===== config.mk =====
export PLATFORM = sky130hd
export DESIGN_NAME = text_console_ctrl_flat
export DESIGN_NICKNAME = d
export VERILOG_FILES = /design/src/rtl/text_pkg.sv /design/src/rtl/text_console_ctrl_if.sv /design/src/rtl/text_cursor.sv /design/src/rtl/text_console_ctrl.sv /design/src/flat_wrapper.sv
export SDC_FILE = /design/constraint.sdc
export NUM_CORES = 1
export LEC_CHECK = 0
export ABC_CLOCK_PERIOD_IN_PS = 3250
export BUFFER_PORTS_ARGS = -buffer_cell sky130_fd_sc_hd__buf_2
export CAP_MARGIN = 0
export CORE_MARGIN = 2
export CORE_UTILIZATION = 23
export DETAILED_ROUTE_END_ITERATION = 12
export RECOVER_POWER = 25
export REMOVE_ABC_BUFFERS = 1
export SETUP_SLACK_MARGIN = 0.15
export SKIP_CTS_REPAIR_TIMING = 1
export SLEW_MARGIN = 10
export SYNTH_ARGS = -nofsm -noshare
export SYNTH_HDL_FRONTEND = slang
export SYNTH_HIERARCHICAL = 1
export SYNTH_SLANG_ARGS = --single-unit

===== constraint.sdc =====
create_clock -name clk -period 3.25 [get_ports clk]
set_input_delay 0.4875 -clock clk [delete_from_list [all_inputs] [get_ports clk]]
set_output_delay 0.4875 -clock clk [all_outputs]
set_load 0.02 [all_outputs]

===== src/rtl/text_pkg.sv =====
// Shared constants, types and helpers for the text console controller.
package text_pkg;

  localparam int unsigned COLS_DEF = 80;
  localparam int unsigned ROWS_DEF = 60;
  localparam int unsigned ROW_W    = 6;
  localparam int unsigned COL_W    = 7;
  localparam int unsigned CH_W     = 7;
  localparam int unsigned ADDR_W   = ROW_W + COL_W;

  localparam logic [CH_W-1:0] BLANK_DEF = 7'h20;
  localparam logic [CH_W-1:0] CODE_BS   = 7'h08;
  localparam logic [CH_W-1:0] CODE_CR   = 7'h0D;

  typedef enum logic [1:0] {CLEAR, IDLE, WRITE, CLRLINE} state_t;

  typedef enum logic [2:0] {CUR_HOLD, CUR_INC, CUR_DEC, CUR_NL, CUR_HOME} cur_op_t;

  // Character RAM cell address, laid out as {row,col}.
  typedef struct packed {
    logic [ROW_W-1:0] row;
    logic [COL_W-1:0] col;
  } cell_t;

  function automatic logic is_printable(input logic [CH_W-1:0] c);
    return (c >= 7'h20) && (c <= 7'h7E);
  endfunction

endpackage


===== src/rtl/text_console_ctrl_if.sv =====
// Character input handshake, display read request and char RAM port bundle.
interface text_console_ctrl_if;
  import text_pkg::*;

  logic              ch_valid;
  logic [CH_W-1:0]   ch_data;
  logic              ch_ready;
  logic              vga_req;
  logic [ROW_W-1:0]  vga_row;
  logic [COL_W-1:0]  vga_col;
  logic [ADDR_W-1:0] cram_a;
  logic [CH_W-1:0]   cram_di;
  logic              cram_we;

  modport slave (
    input  ch_valid, ch_data, vga_req, vga_row, vga_col,
    output ch_ready, cram_a, cram_di, cram_we
  );

  modport master (
    output ch_valid, ch_data, vga_req, vga_row, vga_col,
    input  ch_ready, cram_a, cram_di, cram_we
  );

endinterface


===== src/rtl/text_cursor.sv =====
// Cursor row/column register with increment-wrap, decrement and newline.
module text_cursor
  import text_pkg::*;
#(
  parameter int unsigned COLS = COLS_DEF,
  parameter int unsigned ROWS = ROWS_DEF
) (
  input  logic    clk,
  input  logic    clr,
  input  cur_op_t op,
  output cell_t   pos,
  output cell_t   dec_pos_c,
  output logic    inc_wrap_c
);

  localparam logic [COL_W-1:0] COL_LAST = COL_W'(COLS - 1);
  localparam logic [ROW_W-1:0] ROW_LAST = ROW_W'(ROWS - 1);

  logic [ROW_W-1:0] row_adv;
  cell_t            pos_nxt;

  assign row_adv    = (pos.row == ROW_LAST) ? '0 : pos.row + ROW_W'(1);
  assign inc_wrap_c = (pos.col == COL_LAST);

  // Backspace target: previous column, or last column of the previous row.
  always_comb begin
    dec_pos_c = pos;
    if (pos.col != '0) begin
      dec_pos_c.col = pos.col - COL_W'(1);
    end else begin
      dec_pos_c.row = (pos.row == '0) ? ROW_LAST : pos.row - ROW_W'(1);
      dec_pos_c.col = COL_LAST;
    end
  end

  always_comb begin
    pos_nxt = pos;
    unique case (op)
      CUR_INC: begin
        if (inc_wrap_c) begin
          pos_nxt.row = row_adv;
          pos_nxt.col = '0;
        end else begin
          pos_nxt.col = pos.col + COL_W'(1);
        end
      end
      CUR_DEC:  pos_nxt = dec_pos_c;
      CUR_NL: begin
        pos_nxt.row = row_adv;
        pos_nxt.col = '0;
      end
      CUR_HOME: pos_nxt = '0;
      default:  pos_nxt = pos;
    endcase
  end

  always_ff @(posedge clk or posedge clr) begin
    if (clr) pos <= '0;
    else     pos <= pos_nxt;
  end

endmodule


===== src/rtl/text_console_ctrl.sv =====
// Text console controller: screen clear, character/control handling and
// char RAM port sharing with the display reader (display always wins).
module text_console_ctrl
  import text_pkg::*;
#(
  parameter int unsigned      COLS  = COLS_DEF,
  parameter int unsigned      ROWS  = ROWS_DEF,
  parameter logic [CH_W-1:0]  BLANK = BLANK_DEF
) (
  input  logic                clk,
  input  logic                clr,
  text_console_ctrl_if.slave  bus,
  output logic [ROW_W-1:0]    cur_row,
  output logic [COL_W-1:0]    cur_col,
  output logic                busy
);

  localparam logic [COL_W-1:0] COL_LAST = COL_W'(COLS - 1);
  localparam logic [ROW_W-1:0] ROW_LAST = ROW_W'(ROWS - 1);

  state_t          state, state_nxt;
  cell_t           sweep, sweep_nxt;
  logic [CH_W-1:0] wdata, wdata_nxt;
  logic            wr_bs, wr_bs_nxt;
  cur_op_t         cur_op;
  cell_t           pos, dec_pos, ctl_a;
  logic            inc_wrap, ctl_we, stall;
  logic [CH_W-1:0] ctl_di;

  text_cursor #(.COLS(COLS), .ROWS(ROWS)) u_cursor (
    .clk        (clk),
    .clr        (clr),
    .op         (cur_op),
    .pos        (pos),
    .dec_pos_c  (dec_pos),
    .inc_wrap_c (inc_wrap)
  );

  assign stall   = bus.vga_req;
  assign cur_row = pos.row;
  assign cur_col = pos.col;

  // Display reader owns the port whenever it asks for it.
  assign bus.cram_a  = stall ? {bus.vga_row, bus.vga_col} : ctl_a;
  assign bus.cram_we = ctl_we && !stall && !clr;
  assign bus.cram_di = ctl_di;

  always_ff @(posedge clk or posedge clr) begin
    if (clr) begin
      state        <= CLEAR;
      sweep        <= '0;
      wdata        <= BLANK;
      wr_bs        <= 1'b0;
      busy         <= 1'b1;
      bus.ch_ready <= 1'b0;
    end else begin
      state        <= state_nxt;
      sweep        <= sweep_nxt;
      wdata        <= wdata_nxt;
      wr_bs        <= wr_bs_nxt;
      busy         <= (state_nxt != IDLE);
      bus.ch_ready <= (state_nxt == IDLE);
    end
  end

  always_comb begin
    state_nxt = state;
    sweep_nxt = sweep;
    wdata_nxt = wdata;
    wr_bs_nxt = wr_bs;
    cur_op    = CUR_HOLD;
    ctl_we    = 1'b0;
    ctl_a     = sweep;
    ctl_di    = BLANK;
    case (state)
      CLEAR: begin
        ctl_we = 1'b1;
        if (!stall) begin
          if (sweep.col == COL_LAST) begin
            sweep_nxt.col = '0;
            if (sweep.row == ROW_LAST) begin
              sweep_nxt.row = '0;
              cur_op        = CUR_HOME;
              state_nxt     = IDLE;
            end else begin
              sweep_nxt.row = sweep.row + ROW_W'(1);
            end
          end else begin
            sweep_nxt.col = sweep.col + COL_W'(1);
          end
        end
      end
      IDLE: begin
        if (bus.ch_valid) begin
          if (is_printable(bus.ch_data)) begin
            wdata_nxt = bus.ch_data;
            wr_bs_nxt = 1'b0;
            state_nxt = WRITE;
          end else if (bus.ch_data == CODE_CR) begin
            cur_op    = CUR_NL;
            sweep_nxt = '0;
            state_nxt = CLRLINE;
          end else if (bus.ch_data == CODE_BS && pos != '0) begin
            wdata_nxt = BLANK;
            wr_bs_nxt = 1'b1;
            state_nxt = WRITE;
          end
        end
      end
      // Cursor only moves on the edge that lands the write.
      WRITE: begin
        ctl_we = 1'b1;
        ctl_a  = wr_bs ? dec_pos : pos;
        ctl_di = wdata;
        if (!stall) begin
          if (wr_bs) begin
            cur_op    = CUR_DEC;
            state_nxt = IDLE;
          end else begin
            cur_op = CUR_INC;
            if (inc_wrap) begin
              sweep_nxt = '0;
              state_nxt = CLRLINE;
            end else begin
              state_nxt = IDLE;
            end
          end
        end
      end
      CLRLINE: begin
        ctl_we    = 1'b1;
        ctl_a.row = pos.row;
        ctl_a.col = sweep.col;
        if (!stall) begin
          if (sweep.col == COL_LAST) begin
            sweep_nxt = '0;
            state_nxt = IDLE;
          end else begin
            sweep_nxt.col = sweep.col + COL_W'(1);
          end
        end
      end
      default: state_nxt = CLEAR;
    endcase
  end

endmodule


===== src/flat_wrapper.sv =====
// flat-port wrapper written by rule: the top's interface ports become plain ports
module text_console_ctrl_flat import text_pkg::*;
#(
  parameter int unsigned      COLS  = COLS_DEF,
  parameter int unsigned      ROWS  = ROWS_DEF,
  parameter logic [CH_W-1:0]  BLANK = BLANK_DEF
)
  (clk, clr, cur_row, cur_col, busy, bus_ch_valid, bus_ch_data, bus_vga_req, bus_vga_row, bus_vga_col, bus_ch_ready, bus_cram_a, bus_cram_di, bus_cram_we);
  text_console_ctrl_if bus_i ();
  input  logic clk;
  input  logic clr;
  output logic [ROW_W-1:0] cur_row;
  output logic [COL_W-1:0] cur_col;
  output logic busy;
  input wire logic [$bits(bus_i.ch_valid)-1:0] bus_ch_valid;
  input wire logic [$bits(bus_i.ch_data)-1:0] bus_ch_data;
  input wire logic [$bits(bus_i.vga_req)-1:0] bus_vga_req;
  input wire logic [$bits(bus_i.vga_row)-1:0] bus_vga_row;
  input wire logic [$bits(bus_i.vga_col)-1:0] bus_vga_col;
  output wire logic [$bits(bus_i.ch_ready)-1:0] bus_ch_ready;
  output wire logic [$bits(bus_i.cram_a)-1:0] bus_cram_a;
  output wire logic [$bits(bus_i.cram_di)-1:0] bus_cram_di;
  output wire logic [$bits(bus_i.cram_we)-1:0] bus_cram_we;
  assign bus_i.ch_valid = bus_ch_valid;
  assign bus_i.ch_data = bus_ch_data;
  assign bus_i.vga_req = bus_vga_req;
  assign bus_i.vga_row = bus_vga_row;
  assign bus_i.vga_col = bus_vga_col;
  assign bus_ch_ready = bus_i.ch_ready;
  assign bus_cram_a = bus_i.cram_a;
  assign bus_cram_di = bus_i.cram_di;
  assign bus_cram_we = bus_i.cram_we;
  text_console_ctrl #(.COLS(COLS), .ROWS(ROWS), .BLANK(BLANK)) u_core (.clk(clk), .clr(clr), .bus(bus_i), .cur_row(cur_row), .cur_col(cur_col), .busy(busy));
endmodule

==> results of run 1 <==
==> placed cells by master (no fill, tap or decap), types with 5 or more instances in the layout <==
cell type,Yosys,routed
a211o_1,6,6
a21oi_1,20,19
and2_1,7,7
and3_1,7,7
buf_2,3,56
buf_4,0,31
clkbuf_16,0,5
dfrtp_1,36,36
ha_1,7,6
inv_1,19,19
mux2i_1,16,16
nand2_1,62,62
nand2b_1,8,8
nand3_1,13,12
nor2_1,33,33
nor2b_1,7,7
nor3_1,9,9
nor4_1,10,10
o21ai_0,49,44
o21ai_1,0,5
==> sequential cells by signal (all words and copies together), names as in the netlist <==
| signal | flops |
|---|---|
| u_core/busy | 1 |
| u_core/bus.ch_ready | 1 |
| u_core/u_cursor/pos | 13 |
| u_core/sweep | 13 |
| u_core/wr_bs | 1 |
| u_core/wdata | 7 |
| u_core/state | 2 |
==> routing by layer <==
layer  GRT usage, %  vias to the layer above  wire, um
li1               -                     1691         -
met1           18.1                     1613      4830
met2           21.5                      109      4630
met3           1.80                       12       390
met4           3.84                        0       165
met5              0                        -         0
==> layout make-up <==
cell class	count	share of cell area [%]
tap	180	5.45
inverter	19	1.73
sequential	38	23.1
timing repair buffer	88	12.5
multi-input combinational	343	53.3
clock buffer	7	3.21
clock inverter	1	0.727
==> how the worst min path moves through the flow <==
stage / from / to / slack, ns / cells after the start
after floorplan: clr / u_core/u_cursor/pos[0] / 0.36 / 1
after global placement: u_core/wdata[6] / u_core/wdata[6] / 0.49 / 1
final: clr / u_core/u_cursor/pos[9] / 0.27 / 2
after CTS: clr / u_core/u_cursor/pos[9] / 0.29 / 2
after global routing: clr / u_core/u_cursor/pos[9] / 0.32 / 2
after detailed placement: u_core/wdata[6] / u_core/wdata[6] / 0.49 / 1
==> through the flow <==
stage	setup TNS (ns)	setup WS, ns	cell area, um^2
6_report	0	0.222	4130
5_1_grt	0	0.123	4130
4_1_cts	-0.00879	-0.00879	4090
3_5_place_dp	0	0.0899	3930
3_3_place_gp	0	0.143	3930
2_1_floorplan	-0.338	-0.158	3200
==> logic make-up after synthesis <==
family	Yosys count	synth area share [%]
AO/OA/AOI/OAI	122	24.4
adder cells (fa/ha/maj)	8	2.97
flip-flops	38	29.0
buffers and inverters	40	4.91
multiplexers	18	5.67
XOR/XNOR	4	1.07
AND/OR/NAND/NOR	191	32.0
==> report_power, final <==
part	switching [mW]	total, mW	internal (mW)
Sequential	0.145	0.774	0.629
Clock	0.190	0.553	0.363
Combinational	1.09	1.76	0.673
==> cell usage after synthesis (all sizes together), types with 7 or more instances <==
master   n  area, um^2
o21ai   49         245
dfrtp   36         901
nor2    36         153
clkbuf  15        56.3
nand2   63         244
ha       7        87.6
a21oi   20         100
inv     19        71.3
nand2b   8        50.1
nand3   13        65.1
nor4    11        83.8
mux2i   16         160
nor3     9        45.0
and2     7        43.8
and3     7        43.8
nor2b    8        52.6
==> reports/qor.csv, run 1 <==
metric,value,unit
synthDistinctLibCells,72,
synth.cell_area,3290,um^2
crit_required,2.76,ns
crit_cells,11,
async_reset_ff_share,100,%
clk_path_buf_depth,2,
max_stage_delay,0.50,ns
maxCapViolCount,0,
dp.cells,667,
grt.overflow.total,0,
power_leakage,1.78,nW
r2r.worst_path.cells,9,
die_h,124,um
vias_per_cell,5.07,
finalPower,3.09,mW
ys_seq_area_share,29.0,%
rrSetupSlack,0.40,ns
status,"finished, final reports clean",
grt_max_degree,26,
critical_path_class,reg2out,
portBuffers,59,
ioPinCount,60,
crit_path_start_kind,flip-flop,
start_util,23.6,%
path_cells,"inv_1, ha_4, nor4b_4, nand2_4, or4_1, a21oi_2, mux2i_1, nand2_1, o21ai_1, o21ai_1, buf_4",
r2r_end,u_core/u_cursor/pos[5],
track_usage,13.2,%
antenna_left,0,
syn_avg_cell_area,7.80,um^2
crit_fanout,3,
hold_viol,0,
rsz0062_at_grt,true,
drt_iter0_drc,237,
synth_edf_count,0,
drcViolationCount,0,
cts_root_buffer,clkbuf_16,
seq_area,953,um^2
htreeDepth,2,
timing.fmax,0.330,GHz
wl_per_cell,14.8,um
peakVddDrop,0.342,mV
slowest_stage,or4_1,
layout-drive-gt1-share,25.0,%
grt_first_pass_wirelength,16000,um
worst_pin_slew,0.971,ns
setup_viol,0,
cp-startpoint,u_core/u_cursor/pos[0],
gp_congestion,0.895,
relSlewSlack,35.2,%
n_fill_cell,1493,
core-area,13900,um^2
cts_tree,done,
critPathBufInv,2,
regToRegStartpoint,u_core/sweep[4],
fin_util,29.6,%
critPathCapture,bus_cram_a[11],
design.die.area,15300,um^2
crit_arrival,2.54,ns
power.density,747,nW/um^2
synth-seq-cells,38,
wl,10000,um
num_rows,43,
fin_cells,676,
path_clk_slew,0.06,ns
dp_hpwl,7730,um
timing.final.max_slew_violations,0,
n_antenna_cell,0,
end_kind,output port,
hp-class,in2async,
synthFlopType,dfrtp_1,
fin_crit_sh,93.2,%
yosysWarnings,6,
crit_top_cell,o21ai_1,
clock_sinks,38,
via_count,3425,
antenna_found_initial,0,
grt_pass1_vias,3180,
drt_pass1_iterations,5,
min_period,3.03,ns
fin_skew,0.00691,ns
nets,526,
synth_cells,421,
clk_latency,0.28,ns
hold_ws,0.270,ns
cpLargestDelayFamily,simple AND/OR/NAND/NOR gates,
multi_input_area,2200,um^2
cts_made_buffers,5,
die_w,124,um
area_growth,25.7,%
Note: power is estimated with default switching activity, not from simulation.
==> inputs of run 2 (changes only) <==
Settings changed: RECOVER_POWER 25 to unset.
==> reports/qor.csv, run 2 (synthesis results as in run 1) <==
metric,value,unit,change
rrSetupSlack,0.40,ns,about the same
fin_cells,676,,unchanged
vias_per_cell,5.07,,unchanged
track_usage,13.2,%,unchanged
die_h,124,um,unchanged
layout-drive-gt1-share,25.2,%,+0.20 points
hold_viol,0,,unchanged
antenna_left,0,,unchanged
internal_power,1.66,mW,about the same
cts_tree,done,,
fin_util,29.7,%,about the same
slowest_stage,or4_1,,
timing.final.max_slew_violations,0,,unchanged
nets,526,,unchanged
n_fill_cell,1495,,+0.13%
grt.overflow.total,0,,unchanged
crit_arrival,2.54,ns,about the same
portBuffers,59,,unchanged
path_clk_slew,0.06,ns,about the same
clock_power_share,17.9,%,about the same
path_cells,"inv_1, ha_4, nor4b_4, nand2_4, or4_1, a21oi_2, mux2i_1, nand2_1, o21ai_1, o21ai_1, buf_4",,
biggestRegsByFlops,"u_core/sweep: 13 flops, u_core/u_cursor/pos: 13 flops, u_core/wdata: 7 flops",,
ioPinCount,60,,unchanged
regToRegStartpoint,u_core/sweep[4],,
relSlewSlack,35.1,%,-0.090 points
grt_pass1_vias,3180,,unchanged
final_cell_mix,"nand2_1 (62), buf_2 (57), o21ai_0 (44)",,
cts_root_buffer,clkbuf_16,,
hold_ws,0.268,ns,-0.00220 ns
swShare,46.0,%,-0.049 points
clock_sinks,38,,unchanged
end_kind,output port,,
htreeDepth,2,,unchanged
setup_viol,0,,unchanged
switching_power,1.42,mW,-0.19%
worst_pin_slew,0.973,ns,+0.00134 ns
crit_top_cell,o21ai_1,,
fin_skew,0.00708,ns,+0.000170 ns
power.density,746,nW/um^2,-0.11%
rsz0062_at_grt,true,,
max_stage_delay,0.50,ns,about the same
wl_per_cell,14.8,um,-0.11%
wl,10000,um,-0.11%
grt_max_degree,26,,unchanged
r2r_end,u_core/u_cursor/pos[5],,
antenna_found_initial,0,,unchanged
fin_crit_sh,93.1,%,about the same
pwr-share-seq,25.1,%,about the same
min_period,3.03,ns,-0.00169 ns
drt_iter0_drc,235,,-0.84%
cts_made_buffers,5,,unchanged
gp_congestion,0.895,,unchanged
dp.cells,667,,unchanged
combPwrFrac,57.0,%,about the same
crit_fanout,3,,unchanged
r2r.worst_path.cells,9,,unchanged
drt_pass1_iterations,5,,unchanged
crit_required,2.76,ns,about the same
die_w,124,um,unchanged
peakVddDrop,0.341,mV,-0.21%
via_count,3425,,unchanged
status,"finished, final reports clean",,
drcViolationCount,0,,unchanged
dp_hpwl,7730,um,unchanged
fin_ws,0.224,ns,+0.00169 ns
grt_first_pass_wirelength,16000,um,unchanged
hp-class,in2async,,
area_growth,25.8,%,about the same
num_rows,43,,unchanged
final_common_cell,nand2_1,,
setup_tns,0,ns,unchanged
n_antenna_cell,0,,unchanged
critical_path_class,reg2out,,
core-area,13900,um^2,unchanged
crit_path_start_kind,flip-flop,,
timing.fmax,0.330,GHz,about the same
clk_latency,0.28,ns,about the same
start_util,23.6,%,unchanged
pre_cts_ws,0.0899,ns,unchanged
power_leakage,1.78,nW,+0.15%
clk_path_buf_depth,2,,unchanged
maxCapViolCount,0,,unchanged
design.die.area,15300,um^2,unchanged
[run 2: power by group through the flow]
stage                     logic, mW  registers (mW)  clock network, mW
after floorplan               0.953           0.921                  0
after global routing           1.94           0.801              0.584
after global placement         1.70           0.775                  0
after detailed placement       1.72           0.783                  0
after CTS                      1.73           0.774              0.560
final                          1.76           0.774              0.550
[run 2: cell type report]
class                           instances  area (um^2)  area share (%)
Multi-Input combinational cell        343         2200            53.3
Sequential cell                        38          953            23.1
Timing Repair Buffer                   88          518            12.5
Tap cell                              180          225            5.45
Clock buffer                            7          133            3.21
Inverter                               19         71.3            1.73
Clock inverter                          1         30.0           0.727
[run 2: routing by layer]
metal	GRT usage, %	vias up	part of all wire [%]
met4	3.84	0	1.3
met3	1.80	10	3.8
met5	0	-	0
met2	21.5	103	47
met1	18.1	1622	48
li1	-	1690	-
[run 2: worst max path at each step]
stage | start | endpoint
6_report | u_core/u_cursor/pos[0] | bus_cram_a[11]
5_1_grt | u_core/u_cursor/pos[0] | bus_cram_a[11]
4_1_cts | u_core/u_cursor/pos[0] | bus_cram_a[11]
3_5_place_dp | bus_ch_data[1] | u_core/u_cursor/pos[11]
3_3_place_gp | bus_ch_data[1] | u_core/u_cursor/pos[11]
2_1_floorplan | u_core/sweep[4] | u_core/u_cursor/pos[11]
[run 2: critical path: cells and delay by family (launching register included)]
family / cells / cell delay, ns
buf+inv: 2 / 0.26
simple gates: 4 / 0.95
mux: 1 / 0.10
compound gates: 3 / 0.43
flops: 1 / 0.37
fa+ha+maj: 1 / 0.17
[run 2: per-stage QoR]
stage	total power, mW	cell area (um^2)
after CTS	3.06	4090
after detailed placement	2.50	3930
final	3.08	4130
after floorplan	1.87	3200
after global placement	2.47	3930
after global routing	3.32	4130
==> inputs of run 3 (changes only) <==
Settings changed: PLACE_DENSITY_LB_ADDON set to 0.1.
==> reports/qor.csv, run 3 (synthesis results as in run 1) <==
metric,value,unit,change
status,"finished, final reports clean",,
drt_pass1_iterations,4,,-1
drt_iter0_drc,230,,-2.1%
antenna_left,0,,unchanged
pre_cts_ws,-0.00986,ns,-0.0998 ns
power_leakage,1.81,nW,+1.5%
timing.final.max_slew_violations,0,,unchanged
dp.cells,671,,+0.60%
rsz0062_at_grt,true,,
layout-drive-gt1-share,26.6,%,+1.4 points
crit_arrival,3.13,ns,+0.59 ns
fin_cells,680,,+0.59%
setup_tns,0,ns,unchanged
biggestRegsByFlops,"u_core/sweep: 13 flops, u_core/u_cursor/pos: 13 flops, u_core/wdata: 7 flops",,
gp_congestion,0.803,,-10%
track_usage,14.2,%,+1.1 points
use_met1,20.5,%,+2.4 points
n_antenna_cell,0,,unchanged
design.die.area,15300,um^2,unchanged
die_w,124,um,unchanged
clk_path_buf_depth,2,,unchanged
grt_pass1_vias,3198,,+0.57%
start_util,23.6,%,unchanged
wl_per_cell,15.6,um,+5.5%
dp_hpwl,8250,um,+6.7%
timing.fmax,0.337,GHz,+2.1%
cts_root_buffer,clkbuf_16,,
busiest_layer,met2,,
drcViolationCount,0,,unchanged
wl,10600,um,+6.1%
die_h,124,um,unchanged
core-area,13900,um^2,unchanged
peakVddDrop,0.194,mV,-43%
multi_input_area,2220,um^2,+0.74%
regToRegStartpoint,u_core/sweep[4],,
crit_path_start_kind,input port,,
r2r_end,u_core/u_cursor/pos[11],,
via_count,3333,,-2.7%
hold_viol,0,,unchanged
area_growth,27.4,%,
final_cell_mix,"nand2_1 (62), buf_2 (58), o21ai_0 (43)",,
min_period,2.96,ns,-0.0615 ns
clock_sinks,38,,unchanged
rrSetupSlack,0.50,ns,+0.10 ns
grt.overflow.total,0,,unchanged
maxCapViolCount,0,,unchanged
fin_ws,0.285,ns,+0.0615 ns
setup_viol,0,,unchanged
relSlewSlack,31.1,%,-4.0 points
grt_max_degree,26,,unchanged
r2r.worst_path.cells,8,,-1
seq_area,953,um^2,unchanged
clk_latency,0.28,ns,about the same
grtUsageMet3,1.85,%,+0.046 points
htreeDepth,2,,unchanged
cts_made_buffers,5,,unchanged
vias_per_cell,4.90,,-3.3%
fin_skew,0.00443,ns,-0.00265 ns
end_kind,flip-flop,,
crit_required,3.41,ns,+0.65 ns
crit_fanout,8,,+5
fin_crit_sh,91.2,%,-1.9 points
num_rows,43,,unchanged
ioPinCount,60,,unchanged
nets,530,,+0.76%
n_fill_cell,1515,,+1.3%
critical_path_class,in2reg,,
grtUsageMet2,22.6,%,+1.1 points
grt_first_pass_wirelength,16900,um,+5.4%
cts_tree,done,,
hp-class,in2async,,
worst_pin_slew,1.03,ns,+0.0598 ns
final_common_cell,nand2_1,,
power.density,754,nW/um^2,+1.0%
portBuffers,59,,unchanged
antenna_found_initial,0,,unchanged
path_clk_slew,0.06,ns,about the same
finalPower,3.16,mW,+2.3%
## run 3: area by class of cell
cell class                 count  share of cell area, %
clock buffer                   7                   3.41
clock inverter                 1                  0.717
inverter                      19                   1.70
multi-input combinational    343                   53.0
sequential                    38                   22.8
tap                          180                   5.38
timing repair buffer          92                   13.0
## run 3: routing by layer
metal / routed length [um] / vias up / share of wire (%)
li1: - / 1696 / -
met2: 4920 / 71 / 46
met1: 5260 / 1556 / 50
met5: 0 / - / 0
met4: 129 / 0 / 1.2
met3: 308 / 10 / 2.9
## run 3: where the power goes
group,switching [mW],internal (mW)
registers,0.159,0.629
logic,1.09,0.698
clock network,0.194,0.384
## run 3: through the flow
step                hold slack, ns  util (%)  area, um^2
floorplan                    0.364         -        3200
CTS                          0.336      29.7        4140
finish                       0.308      30.0        4190
detailed placement           0.501      28.4        3960
global placement             0.502      28.4        3960
global route                 0.360      30.0        4190
## run 3: worst max-delay path by stage
stage	end	startpoint	depth (start not counted)
global route	bus_cram_a[11]	u_core/u_cursor/pos[0]	10
floorplan	u_core/u_cursor/pos[11]	u_core/sweep[4]	8
global placement	u_core/u_cursor/pos[11]	bus_ch_data[1]	8
CTS	bus_cram_a[11]	u_core/u_cursor/pos[0]	11
finish	u_core/u_cursor/pos[11]	bus_ch_data[1]	8
detailed placement	u_core/u_cursor/pos[11]	bus_ch_data[1]	8
## run 3: worst max-delay path: stages
cell and delay (ns):
buf_2 0.11, or3b_4 0.42, or4_2 0.68, o31ai_1 0.24, a41oi_1 0.33, o21a_1 0.34, a21o_1 0.18, a221o_1 0.34
